[src/rtl/hazard_stall_ctrl.sv]
// Stall/flush control for the 5-stage MIPS pipeline plus the MDU busy sequencer.
// Optional HAZ_PERF_CNT_EN macro adds a 32-bit stall-cycle performance counter.
module hazard_stall_ctrl #(
  parameter int MUL_CYCLES = 4,
  parameter int DIV_CYCLES = 32,
  parameter int CNT_W      = 6
) (
  input  logic        clk,
  input  logic        rst_n,
  input  logic [4:0]  rs_addrD,
  input  logic [4:0]  rt_addrD,
  input  logic        branchD,
  input  logic        ctrl_xferD,
  input  logic        mdu_opD,
  input  logic        hilo_readD,
  input  logic        reg_writeE,
  input  logic        mem_to_regE,
  input  logic [4:0]  write_reg_addrE,
  input  logic        reg_writeM,
  input  logic        mem_to_regM,
  input  logic [4:0]  write_reg_addrM,
  input  logic        mdu_startE,
  input  logic        mdu_is_divE,
  output logic        stallF,
  output logic        stallD,
  output logic        flushD,
  output logic        flushE,
  output logic        mdu_busy,
  output logic        mdu_done,
  output logic [31:0] stall_cycles
);

  typedef enum logic {IDLE, BUSY} state_t;

  state_t           state_q, state_d;
  logic [CNT_W-1:0] cnt_q, cnt_d;

  logic hitE, hitM;
  logic lw_stall, br_stall, mdu_stall, stall;
  logic busy, done;

  // $0 never carries a dependency, so it never matches.
  assign hitE = (write_reg_addrE != 5'd0) &&
                ((write_reg_addrE == rs_addrD) || (write_reg_addrE == rt_addrD));
  assign hitM = (write_reg_addrM != 5'd0) &&
                ((write_reg_addrM == rs_addrD) || (write_reg_addrM == rt_addrD));

  assign busy      = (state_q == BUSY);
  assign done      = busy && (cnt_q == '0);
  assign lw_stall  = mem_to_regE && reg_writeE && hitE;
  assign br_stall  = branchD && ((reg_writeE && hitE) || (mem_to_regM && hitM));
  assign mdu_stall = (hilo_readD || mdu_opD) && (busy || mdu_startE);
  assign stall     = lw_stall || br_stall || mdu_stall;

  always_ff @(posedge clk or negedge rst_n) begin
    if (!rst_n) begin
      state_q <= IDLE;
      cnt_q   <= '0;
    end else begin
      state_q <= state_d;
      cnt_q   <= cnt_d;
    end
  end

  // A start while BUSY is ignored; upstream stalls keep it from happening.
  always_comb begin
    state_d = state_q;
    cnt_d   = cnt_q;
    case (state_q)
      IDLE: begin
        if (mdu_startE) begin
          state_d = BUSY;
          cnt_d   = mdu_is_divE ? CNT_W'(DIV_CYCLES - 1) : CNT_W'(MUL_CYCLES - 1);
        end
      end
      BUSY: begin
        if (cnt_q != '0) begin
          cnt_d = cnt_q - CNT_W'(1);
        end else begin
          state_d = IDLE;
        end
      end
      default: state_d = IDLE;
    endcase
  end

  // Every output, combinational ones included, reads 0 while reset is held.
  assign stallF   = rst_n && stall;
  assign stallD   = rst_n && stall;
  assign flushE   = rst_n && stall;
  assign flushD   = rst_n && ctrl_xferD && !stall;
  assign mdu_busy = rst_n && busy;
  assign mdu_done = rst_n && done;

`ifdef HAZ_PERF_CNT_EN
  logic [31:0] stall_cnt_q;

  always_ff @(posedge clk or negedge rst_n) begin
    if (!rst_n) begin
      stall_cnt_q <= '0;
    end else if (stall) begin
      stall_cnt_q <= stall_cnt_q + 32'd1;
    end
  end

  assign stall_cycles = stall_cnt_q;
`else
  assign stall_cycles = 32'd0;
`endif

endmodule

[config.mk]
export PLATFORM = sky130hd
export DESIGN_NAME = hazard_stall_ctrl
export DESIGN_NICKNAME = d
export VERILOG_FILES = /design/src/rtl/hazard_stall_ctrl.sv
export SDC_FILE = /design/constraint.sdc
export NUM_CORES = 1
export LEC_CHECK = 0
export ABC_AREA = 1
export BUFFER_PORTS_ARGS = -buffer_cell sky130_fd_sc_hd__buf_2
export CAP_MARGIN = 25
export CORE_ASPECT_RATIO = 1.1
export CORE_MARGIN = 2
export CORE_UTILIZATION = 43
export CTS_CLUSTER_SIZE = 40
export DETAILED_ROUTE_END_ITERATION = 16
export GPL_TIMING_DRIVEN = 1
export MAX_ROUTING_LAYER = met4
export PLACE_DENSITY = 0.81
export SLEW_MARGIN = 20
export SYNTH_ARGS = -nofsm -noshare
export SYNTH_HDL_FRONTEND = slang
export SYNTH_SLANG_ARGS = --single-unit
[constraint.sdc]
create_clock -name clk -period 1.7 [get_ports clk]
set_clock_uncertainty 0.05 [all_clocks]
set_input_delay 0.17 -clock clk [delete_from_list [all_inputs] [get_ports clk]]
set_output_delay 0.17 -clock clk [all_outputs]
set_load 0.05 [all_outputs]
Yosys cells after proc, flatten, opt, wreduce, memory -nomap -nowiden
Index checks and enable logic that the tools add are counted.
W data, S select, Z words.

cells by class
  mux-type cells = 7
  $add $sub $neg = 1
  bitwise operators = 1
  divide/modulo/power cells = 0
  multiply operators = 0
  shift operators = 0
  magnitude comparators = 0
  reduce and logical (&&, ||, !) cells = 27
  equality and inequality tests = 6

operator list
  cell                   number
  $eq A5 B5 Y1           4
  $logic_and A1 B1 Y1    14
  $mux W6                2
  $pmux W6 S2            1
  $reduce_bool A5 Y1     2
  $logic_or A1 B1 Y1     7
  $logic_not A6 Y1       1
  $reduce_bool A6 Y1     1
  $sub A6 B1 Y6 const B  1
  $mux W5                1
  $mux W1                2
  $ne A2 B1 Y1 const B   1
  $ne A2 B2 Y1 const B   1
  $pmux W1 S2            1
  $reduce_and A2 Y1      1
  $logic_not A1 Y1       1
  $not A1 Y1             1

word-level totals
  input port bits = 32
  bits in registers = 7
  output and inout bits = 38
  bits in writable memories = 0
  bits in read-only memories = 0
  latch bits = 0
  memories = 0
  logic and storage cells = 44

Logic depth before layout (Yosys ltp)
Gate-level depths: netlist of the first run.

  depth in word-level cells = 10
  mapped depth = 12
  mapped depth without buffers = 12

Worst setup path after synthesis of the first run
Ideal clock, no wire load.

  path kind = input -> output
  start = in write_reg_addrE[3]
  end = out stallD
  data required time = 1480 ps
  setup slack = -352 ps
  cell stages on the path = 11
  arrival time = 1832 ps
  cell sequence = inv_1 > nand2_1 > nand2_1 > nor2_1 > nand3_1 > nand2_1 > nand2_1 > nand2_1 > nand2_1 > a21oi_1 > buf_4

between the ends
  word-level cells in the longest chain between the ends = 9
  elaborated cells on any way between the ends = 12
  classes of those cells = 2 x eq/ne; 10 x reduce/logical

ends and longest elaborated chain
  element                               line  RTL
  from (decl)                           18    input logic [4:0] write_reg_addrE,
  $eq A5 B5 Y1                          44    ((write_reg_addrE == rs_addrD) || (write_reg_addrE == rt_addrD));
  $logic_or A1 B1 Y1                    44
  $logic_and A1 B1 Y1 (*)               43    assign hitE = (write_reg_addrE != 5'd0) &&
  $logic_and A1 B1 Y1                   51    assign br_stall = branchD && ((reg_writeE && hitE) || (mem_to_regM && hitM));
  $logic_or A1 B1 Y1                    51
  $logic_and A1 B1 Y1                   51
  $logic_or A1 B1 Y1 (*) (2 in series)  53    assign stall = lw_stall || br_stall || mdu_stall;
  $logic_and A1 B1 Y1 (*)               --
  to (decl)                             25    output logic stallD,

Every way passes the cells marked *; elsewhere a longest branch is shown, timed or not.

Final worst setup path of the first run
  start = reg cnt_q[1]
  end = out mdu_done

between the ends
  word-level cells in the longest chain between the ends = 3

ends and longest elaborated chain
  element                 line  RTL
  from (decl)             36    logic [CNT_W-1:0] cnt_q, cnt_d;
  from (signal assigned)  61    cnt_q <= cnt_d;
  $logic_not A6 Y1        49    assign done = busy && (cnt_q == '0);
  $logic_and A1 B1 Y1     49
  $logic_and A1 B1 Y1     93    assign mdu_done = rst_n && done;
  to (decl)               29    output logic mdu_done,

No other way between the ends.

==> impl_table.tex, run 1 <==
\begin{tabular}{lr}
\hline
Metric & Value \\
\hline
\multicolumn{2}{l}{\textbf{Timing}} \\
\quad Unrepaired setup endpoints after global routing & yes \\
\quad Fmax & 564 MHz \\
\quad Final Hold Viols & 0 \\
\quad Post-route fraction of the period consumed by the critical path & 104\% \\
\quad Final Max Tran Viols & 0 \\
\quad Setup TNS Final & -0.0740 ns \\
\quad Final worst path period need & between 1.5 and 2 ns \\
\quad Setup Viol. Count Final & 1 \\
\quad Crit path setup slack, layout & -0.0740 ns \\
\multicolumn{2}{l}{\textbf{Setup path}} \\
\quad R2R setup slack & 0.09 ns \\
\quad Cell type of the slowest stage on the worst timing path & sky130\_fd\_sc\_hd\_\_dfrtp\_1 \\
\quad Data required time at the worst endpoint & 1.48 ns \\
\quad Family of cells with the greatest summed delay on the critical path & simple AND/OR/NAND/NOR gates \\
\quad Startpoint types & flip-flop \\
\quad Logic depth of the worst register-to-register path & 12 \\
\quad CP Class & flip-flop to output pin \\
\quad RR Endpoint & cnt\_q[5] \\
\quad Arrival @ worst endpoint & 1.55 ns \\
\quad Chain of cells forming the critical path & inv\_2, ha\_4, inv\_2, nor2\_4, nand2\_2, nor2\_2, nand3\_2, nor2\_2, buf\_6 \\
\quad Largest fanout on the critical path & 2 \\
\quad Critical R2R Launch & cnt\_q[1] \\
\quad Type of destination of the critical path & output pin \\
\quad Slowest Stage Delay on Critical Path & just under 0.4 ns \\
\quad Crit path buffers/inverters & 3 \\
\multicolumn{2}{l}{\textbf{Clock network}} \\
\quad Clock root cell & sky130\_fd\_sc\_hd\_\_clkbuf\_4 \\
\quad Cts bufs inserted & 3 \\
\quad Level count of the clock H-tree & 1 \\
\quad Worst-case clock buffer depth & 2 \\
\quad CTS tree & built \\
\quad Insertion delay of the later-clocked pin in the worst-skew pair & 0.25 ns \\
\quad Clock transition at the registers of the reported paths & 0.05 ns \\
\quad CTS sink cnt & 7 \\
\multicolumn{2}{l}{\textbf{GRT}} \\
\quad Total global routing track utilization & 15.6\% \\
\quad Maximum number of pins on one net before global-route repair & 12 \\
\quad Global-route wire length before repair & 3460 µm \\
\quad Vias in the first global route & 926 \\
\quad Antenna violations before repair & 0 \\
\quad Total gr overflow & 0 \\
\multicolumn{2}{l}{\textbf{Run status}} \\
\quad Failing checks & negative setup slack \\
\quad Outcome & complete, but fails checks \\
\multicolumn{2}{l}{\textbf{Hold path}} \\
\quad Worst min-delay path category & primary input to flip-flop \\
\quad Min-Delay Endpoint & cnt\_q[3] \\
\quad Hold\_sp & mdu\_is\_divE \\
\quad Hold Path Cell Cnt & 3 \\
\multicolumn{2}{l}{\textbf{Flow run}} \\
\quad Max cap viols & 0 \\
\multicolumn{2}{l}{\textbf{Routing}} \\
\quad Pre-antenna DRT Iters & 4 \\
\quad Count of unresolved DRC violations after routing & 0 \\
\quad DRT iter0 DRCs & 23 \\
\quad Average wire per standard cell & 8.33 µm \\
\quad Via count & 1103 \\
\quad Antenna viol nets, final & 0 \\
\quad Per-cell via count in the routed design & 4.19 \\
\quad Overall routed net length & 2190 µm \\
\multicolumn{2}{l}{\textbf{Place}} \\
\quad Pre-CTS WS & 0.0571 ns \\
\quad Half-perimeter wire length of the detailed placement result & 1790 µm \\
\quad Routability cong. & 0.820 \\
\quad Port bufs & 36 \\
\multicolumn{2}{l}{\textbf{Floorplanning}} \\
\quad Die span in x & 52.1 µm \\
\quad Total die area & just under 0.003 mm² \\
\quad Vertical die dimension & $\sim$57 µm \\
\quad Std-Cell Core Area & roughly 0.0024 mm² \\
\quad Boundary Pins & 70 \\
\quad Initial Utilization & between 40\% and 50\% \\
\quad Count of standard-cell rows & 19 \\
\multicolumn{2}{l}{\textbf{Pwr}} \\
\quad Static Leak & 0.828 nW \\
\quad Maximum VDD drop & 295 µV \\
\quad Power per cell area & 504 mW/mm² \\
\multicolumn{2}{l}{\textbf{Final layout}} \\
\quad Layout fillers & about 260 \\
\quad Total area of multi-input combinational cells & 672 µm² \\
\quad Number of diodes & 0 \\
\quad Share of post-route cells with drive strength above 1 & 24.6\% \\
\quad Nets@finish & roughly 270 \\
\quad Sequential standard cell area & 175 µm² \\
\quad Area growth, synth to finish & 16.7\% \\
\multicolumn{2}{l}{\textbf{Synth}} \\
\quad Fraction of synthesized cell area taken by the top area cell type & 23.3\% \\
\quad Sequential fraction of the synthesis area & 16.0\% \\
\quad Number of instances in the synthesized netlist & 191 \\
\quad Cell area after synthesis & 0.00109 mm² \\
\quad Cell taking the most area after synthesis & sky130\_fd\_sc\_hd\_\_buf\_4 \\
\quad Top cells by area, synth & sky130\_fd\_sc\_hd\_\_buf\_4, sky130\_fd\_sc\_hd\_\_nand2\_1, sky130\_fd\_sc\_hd\_\_dfrtp\_1 \\
\quad Netlist cell types & 23 \\
\quad Average cell area after synthesis & 5.73 µm² \\
\quad Total number of yosys warnings & 0 \\
\quad Count of state elements after synthesis & 7 \\
\hline
\end{tabular}
==> layout by cell type, fill, tap and decap left out, types with 2 or more instances in the layout <==
cell and instances:
sky130_fd_sc_hd__xnor2_1 5, sky130_fd_sc_hd__nor2_1 18, sky130_fd_sc_hd__nand2_1 62, sky130_fd_sc_hd__nor2_2 2
sky130_fd_sc_hd__nand3_1 8, sky130_fd_sc_hd__dfrtp_1 7, sky130_fd_sc_hd__nand2_2 2, sky130_fd_sc_hd__a31oi_1 3
sky130_fd_sc_hd__conb_1 32, sky130_fd_sc_hd__inv_2 3, sky130_fd_sc_hd__inv_1 29, sky130_fd_sc_hd__clkbuf_4 3
sky130_fd_sc_hd__o21ai_0 2, sky130_fd_sc_hd__buf_2 31, sky130_fd_sc_hd__a21oi_1 2, sky130_fd_sc_hd__buf_4 9
==> report_power, final <==
group	leakage, nW	internal (mW)	switching, mW
Combinational	0.734	0.0684	0.254
Sequential	0.0781	0.167	0
Clock	0.0150	0.0898	0.0646
==> cells in the mapped netlist <==
library cell	number
sky130_fd_sc_hd__nand2_1	62
sky130_fd_sc_hd__buf_4	34
sky130_fd_sc_hd__inv_1	32
sky130_fd_sc_hd__nor2_1	19
sky130_fd_sc_hd__nand3_1	8
sky130_fd_sc_hd__dfrtp_1	7
sky130_fd_sc_hd__xnor2_1	5
sky130_fd_sc_hd__a21oi_1	3
sky130_fd_sc_hd__a31oi_1	3
sky130_fd_sc_hd__nand2_2	3
sky130_fd_sc_hd__nor2_2	2
sky130_fd_sc_hd__o21ai_0	2
sky130_fd_sc_hd__buf_6	1
sky130_fd_sc_hd__clkbuf_2	1
sky130_fd_sc_hd__conb_1	1
sky130_fd_sc_hd__ha_1	1
sky130_fd_sc_hd__nand3_2	1
sky130_fd_sc_hd__nand4_1	1
sky130_fd_sc_hd__nor3_1	1
sky130_fd_sc_hd__o21ai_1	1
sky130_fd_sc_hd__o22ai_1	1
sky130_fd_sc_hd__or2_2	1
sky130_fd_sc_hd__xor2_1	1
==> worst max path at each step <==
| stage | from | endpoint | slack, ns | cells after the start |
|---|---|---|---|---|
| CTS | cnt_q[0] | mdu_done | -0.07 | 9 |
| floorplan | write_reg_addrE[3] | stallD | -0.03 | 11 |
| finish | cnt_q[1] | mdu_done | -0.07 | 9 |
| global placement | cnt_q[1] | cnt_q[5] | 0.11 | 12 |
| detailed placement | cnt_q[0] | cnt_q[5] | 0.06 | 12 |
| global route | cnt_q[1] | mdu_done | -0.14 | 9 |
==> sequential cells by signal, indices dropped and copies added (netlist names) <==
signal / cells
cnt_q: 6
busy: 1
==> logic make-up after synthesis <==
kind of cell	count (synthesis)	share of synthesized area (%)
adder cells (fa/ha/maj)	1	1.14
AND/OR/NAND/NOR	98	36.8
other	1	0.343
XOR/XNOR	6	4.81
buffers and inverters	68	35.8
flip-flops	7	16.0
AO/OA/AOI/OAI	10	5.03
==> area by class of cell <==
class	instances	area share, %
Multi-Input combinational cell	147	52.6
Sequential cell	7	13.7
Clock buffer	4	2.06
Timing Repair Buffer	42	19.1
Tap cell	31	3.04
Inverter	32	9.41
==> timing repair <==
item,4_1_cts,5_1_grt
gates resized for setup,2,15
pin swaps,0,5
hold buffers,1,0
setup buffers,0,3
endpoints found under the setup margin,1,11
hold endpoints to repair,7,0
==> per-stage QoR <==
stage,hold WS [ns],instance area [µm²],std cells,util [%],power [mW]
floorplan,-0.176,1220,222,-,0.480
global placement,-0.0211,1180,255,48.1,0.484
detailed placement,-0.0200,1180,255,48.1,0.486
CTS,0.195,1220,260,49.9,0.640
global route,0.224,1280,263,52.1,0.687
finish,0.197,1280,263,52.1,0.644
==> routing by layer <==
metal | up-vias | part of all wire [%] | GRT usage, %
met5 | - | 0 | -
met4 | 0 | 1.4 | 6.39
met3 | 6 | 6.8 | 1.60
met2 | 52 | 51 | 27.3
met1 | 457 | 40 | 17.6
li1 | 588 | - | -
==> tightest hold or removal path, cell delays in order <==
cell	delay (ns)
sky130_fd_sc_hd__buf_2	0.10
sky130_fd_sc_hd__nand2_1	0.10
sky130_fd_sc_hd__a31oi_1	0.09
Power figures use the tool's default switching activity.
==> inputs of run 2 (changes only) <==
--- a/config.mk
+++ b/config.mk
@@ -11,11 +11,13 @@
 export CORE_ASPECT_RATIO = 1.1
 export CORE_MARGIN = 2
 export CORE_UTILIZATION = 43
+export CTS_BUF_LIST = sky130_fd_sc_hd__clkbuf_16
 export CTS_CLUSTER_SIZE = 40
 export DETAILED_ROUTE_END_ITERATION = 16
 export GPL_TIMING_DRIVEN = 1
 export MAX_ROUTING_LAYER = met4
 export PLACE_DENSITY = 0.81
+export SETUP_SLACK_MARGIN = 0.3
 export SLEW_MARGIN = 20
 export SYNTH_ARGS = -nofsm -noshare
 export SYNTH_HDL_FRONTEND = slang
==> impl_table.tex, run 2 (synthesis results as in run 1) <==
\begin{tabular}{lr}
\hline
Metric & Value \\
\hline
\multicolumn{2}{l}{\textbf{Clock network}} \\
\quad Level count of the clock H-tree & 1 (unchanged) \\
\quad Clock transition at the registers of the reported paths & 0.04 ns (about the same) \\
\quad Worst-case clock buffer depth & 2 (unchanged) \\
\quad CTS sink cnt & 7 (unchanged) \\
\quad Cts bufs inserted & 3 (unchanged) \\
\quad Clock root cell & sky130\_fd\_sc\_hd\_\_clkbuf\_16 \\
\quad CTS tree & built \\
\quad Insertion delay of the later-clocked pin in the worst-skew pair & 0.23 ns (-0.02 ns) \\
\multicolumn{2}{l}{\textbf{Final layout}} \\
\quad Flip-flop count of the largest register after layout & 6 (unchanged) \\
\quad Non-filler instance count after layout & 265 (+0.76\%) \\
\quad Share of post-route cells with drive strength above 1 & 35.9\% (+11 points) \\
\quad Area growth, synth to finish & 43.1\% \\
\quad Number of diodes & 0 (unchanged) \\
\quad Nets@finish & 268 (+0.75\%) \\
\quad Most used cells in the layout excluding fill and tap cells & sky130\_fd\_sc\_hd\_\_nand2\_1, sky130\_fd\_sc\_hd\_\_conb\_1, sky130\_fd\_sc\_hd\_\_inv\_1 \\
\quad Register ranked first by flip-flop count & cnt\_q \\
\quad Commonest non-fill, non-tap cell in the layout & sky130\_fd\_sc\_hd\_\_nand2\_1 \\
\quad Post-route core utilization & 63.9\% (+12 points) \\
\multicolumn{2}{l}{\textbf{GRT}} \\
\quad Vias in the first global route & 989 (+6.8\%) \\
\quad Total global routing track utilization & 17.7\% (+2.1 points) \\
\quad Maximum number of pins on one net before global-route repair & 8 (-4) \\
\quad Total gr overflow & 0 (unchanged) \\
\quad Global-route wire length before repair & 3930 µm (+13\%) \\
\quad Antenna violations before repair & 0 (unchanged) \\
\multicolumn{2}{l}{\textbf{Hold path}} \\
\quad Worst min-delay path category & primary input to flip-flop \\
\multicolumn{2}{l}{\textbf{Setup path}} \\
\quad Start point of the critical path & cnt\_q[0] \\
\quad Startpoint types & flip-flop \\
\quad Cell type of the slowest stage on the worst timing path & sky130\_fd\_sc\_hd\_\_dfrtp\_1 \\
\quad RR Endpoint & cnt\_q[5] \\
\quad Logic depth of the worst register-to-register path & 13 (+1) \\
\quad Arrival @ worst endpoint & 1.80 ns (+0.25 ns) \\
\quad Type of destination of the critical path & flip-flop \\
\quad Number of stages on the worst setup path & 13 (+4) \\
\quad Critical path capture point & cnt\_q[5] \\
\quad Chain of cells forming the critical path & inv\_2, ha\_4, inv\_2, nor2\_4, nand2\_2, nor2\_2, nand3\_2, buf\_4, nand2\_4, nand2\_4, nand3\_2, nand2\_1, a21oi\_1 \\
\quad Critical R2R Launch & cnt\_q[0] \\
\quad Slowest Stage Delay on Critical Path & 0.36 ns (-0.03 ns) \\
\quad Family of cells with the greatest summed delay on the critical path & simple AND/OR/NAND/NOR gates \\
\quad R2R setup slack & -0.005 ns (-0.09 ns) \\
\quad Largest fanout on the critical path & 6 (+4) \\
\quad Data required time at the worst endpoint & 1.80 ns (+0.32 ns) \\
\quad Crit path buffers/inverters & 3 (unchanged) \\
\quad CP Class & flip-flop to flip-flop \\
\multicolumn{2}{l}{\textbf{Timing}} \\
\quad Worst hold slack across all endpoints & 0.245 ns (+0.0471 ns) \\
\quad Final Hold Viols & 0 (unchanged) \\
\quad Unrepaired setup endpoints after global routing & yes \\
\quad Setup Viol. Count Final & 1 (unchanged) \\
\quad Post-route fraction of the period consumed by the critical path & 100\% (-4.1 points) \\
\quad Final Max Tran Viols & 0 (unchanged) \\
\quad Final worst path period need & 1.70 ns (-0.0691 ns) \\
\quad Crit path setup slack, layout & -0.00492 ns (+0.0691 ns) \\
\quad Fmax & 587 MHz (+4.1\%) \\
\multicolumn{2}{l}{\textbf{Floorplanning}} \\
\quad Die span in x & 52.1 µm (unchanged) \\
\quad Count of standard-cell rows & 19 (unchanged) \\
\quad Std-Cell Core Area & 0.00245 mm² (unchanged) \\
\quad Total die area & 0.00296 mm² (unchanged) \\
\quad Boundary Pins & 70 (unchanged) \\
\quad Vertical die dimension & 56.9 µm (unchanged) \\
\quad Initial Utilization & 44.7\% (unchanged) \\
\multicolumn{2}{l}{\textbf{Routing}} \\
\quad Overall routed net length & 2670 µm (+22\%) \\
\quad Pre-antenna DRT Iters & 4 (unchanged) \\
\quad Average wire per standard cell & 10.1 µm (+21\%) \\
\quad Antenna viol nets, final & 0 (unchanged) \\
\quad Per-cell via count in the routed design & 4.40 (+4.8\%) \\
\quad DRT iter0 DRCs & 27 (+17\%) \\
\quad Via count & 1165 (+5.6\%) \\
\quad Count of unresolved DRC violations after routing & 0 (unchanged) \\
\multicolumn{2}{l}{\textbf{Place}} \\
\quad Number of cells after detailed placement & 254 (-0.39\%) \\
\quad Half-perimeter wire length of the detailed placement result & 1800 µm (+0.61\%) \\
\quad Routability cong. & 0.829 (+1.1\%) \\
\quad Port bufs & 36 (unchanged) \\
\multicolumn{2}{l}{\textbf{Run status}} \\
\quad Outcome & complete, but fails checks \\
\quad Failing checks & negative setup slack \\
\multicolumn{2}{l}{\textbf{Pwr}} \\
\quad Static Leak & 0.904 nW (+9.3\%) \\
\quad Power per cell area & 606 mW/mm² (+20\%) \\
\quad Maximum VDD drop & 740 µV (+150\%) \\
\multicolumn{2}{l}{\textbf{Flow run}} \\
\quad Max cap viols & 0 (unchanged) \\
\hline
\end{tabular}
-- run 2: changes by cell type in the layout (fill, tap and decap cells not counted), sizes merged --
cell,previous run,this run
buf,41,42
clkbuf,4,3
clkinv,0,1
nand2,65,66
-- run 2: worst min path at each step --
stage | start | endpoint | slack (ns) | cells after the start
after floorplan | rst_n | busy | -0.18 | 0
after global placement | rst_n | busy | -0.02 | 1
after detailed placement | rst_n | busy | -0.02 | 1
after CTS | mdu_is_divE | cnt_q[4] | 0.24 | 3
after global routing | mdu_is_divE | cnt_q[2] | 0.26 | 3
final | mdu_is_divE | cnt_q[2] | 0.24 | 3
-- run 2: stage by stage --
stage                     power [mW]  setup WS, ns  setup TNS (ns)  instance area (µm²)
after floorplan                0.487         0.198               0                 1260
after global placement         0.489         0.110               0                 1210
after detailed placement       0.492        0.0810               0                 1210
after CTS                      0.937        0.0528               0                 1490
after global routing           0.995        -0.137          -0.269                 1570
final                          0.948      -0.00492        -0.00492                 1570
-- run 2: cell type report --
class	count	area [µm²]
clock inverter	1	5.00
inverter	32	125
sequential	7	175
tap	31	38.8
fill	205	883
timing repair buffer	43	390
clock buffer	3	75.1
multi-input combinational	148	756
-- run 2: timing repair --
| action | 4_1_cts | 5_1_grt |
|---|---|---|
| endpoints found under the setup margin | 12 | 12 |
| gates cloned | 1 | 0 |
| gates resized for setup | 47 | 23 |
| pin swaps | 26 | 23 |
| endpoints found under the hold margin | 7 | 0 |
| buffers inserted | 3 | 2 |
| hold buffers | 1 | 0 |
-- run 2: worst reg2reg max path, cell delays in order (launching register included) --
cell	delay (ns)
sky130_fd_sc_hd__dfrtp_1	0.36
sky130_fd_sc_hd__inv_2	0.08
sky130_fd_sc_hd__ha_4	0.13
sky130_fd_sc_hd__inv_2	0.04
sky130_fd_sc_hd__nor2_4	0.08
sky130_fd_sc_hd__nand2_2	0.07
sky130_fd_sc_hd__nor2_2	0.11
sky130_fd_sc_hd__nand3_2	0.10
sky130_fd_sc_hd__buf_4	0.16
sky130_fd_sc_hd__nand2_4	0.08
sky130_fd_sc_hd__nand2_4	0.09
sky130_fd_sc_hd__nand3_2	0.07
sky130_fd_sc_hd__nand2_1	0.05
sky130_fd_sc_hd__a21oi_1	0.15
-- run 2: per-layer routing --
metal,track usage [%],wire length [µm]
met1,18.5,1010
met3,3.99,180
met5,-,0
met2,33.1,1440
met4,3.38,36
-- run 2: power by group --
group	switching [mW]	internal [mW]	leakage, nW
Combinational	0.274	0.106	0.785
Sequential	0	0.168	0.0781
Clock	0.0924	0.309	0.0409
Total	0.366	0.582	0.904
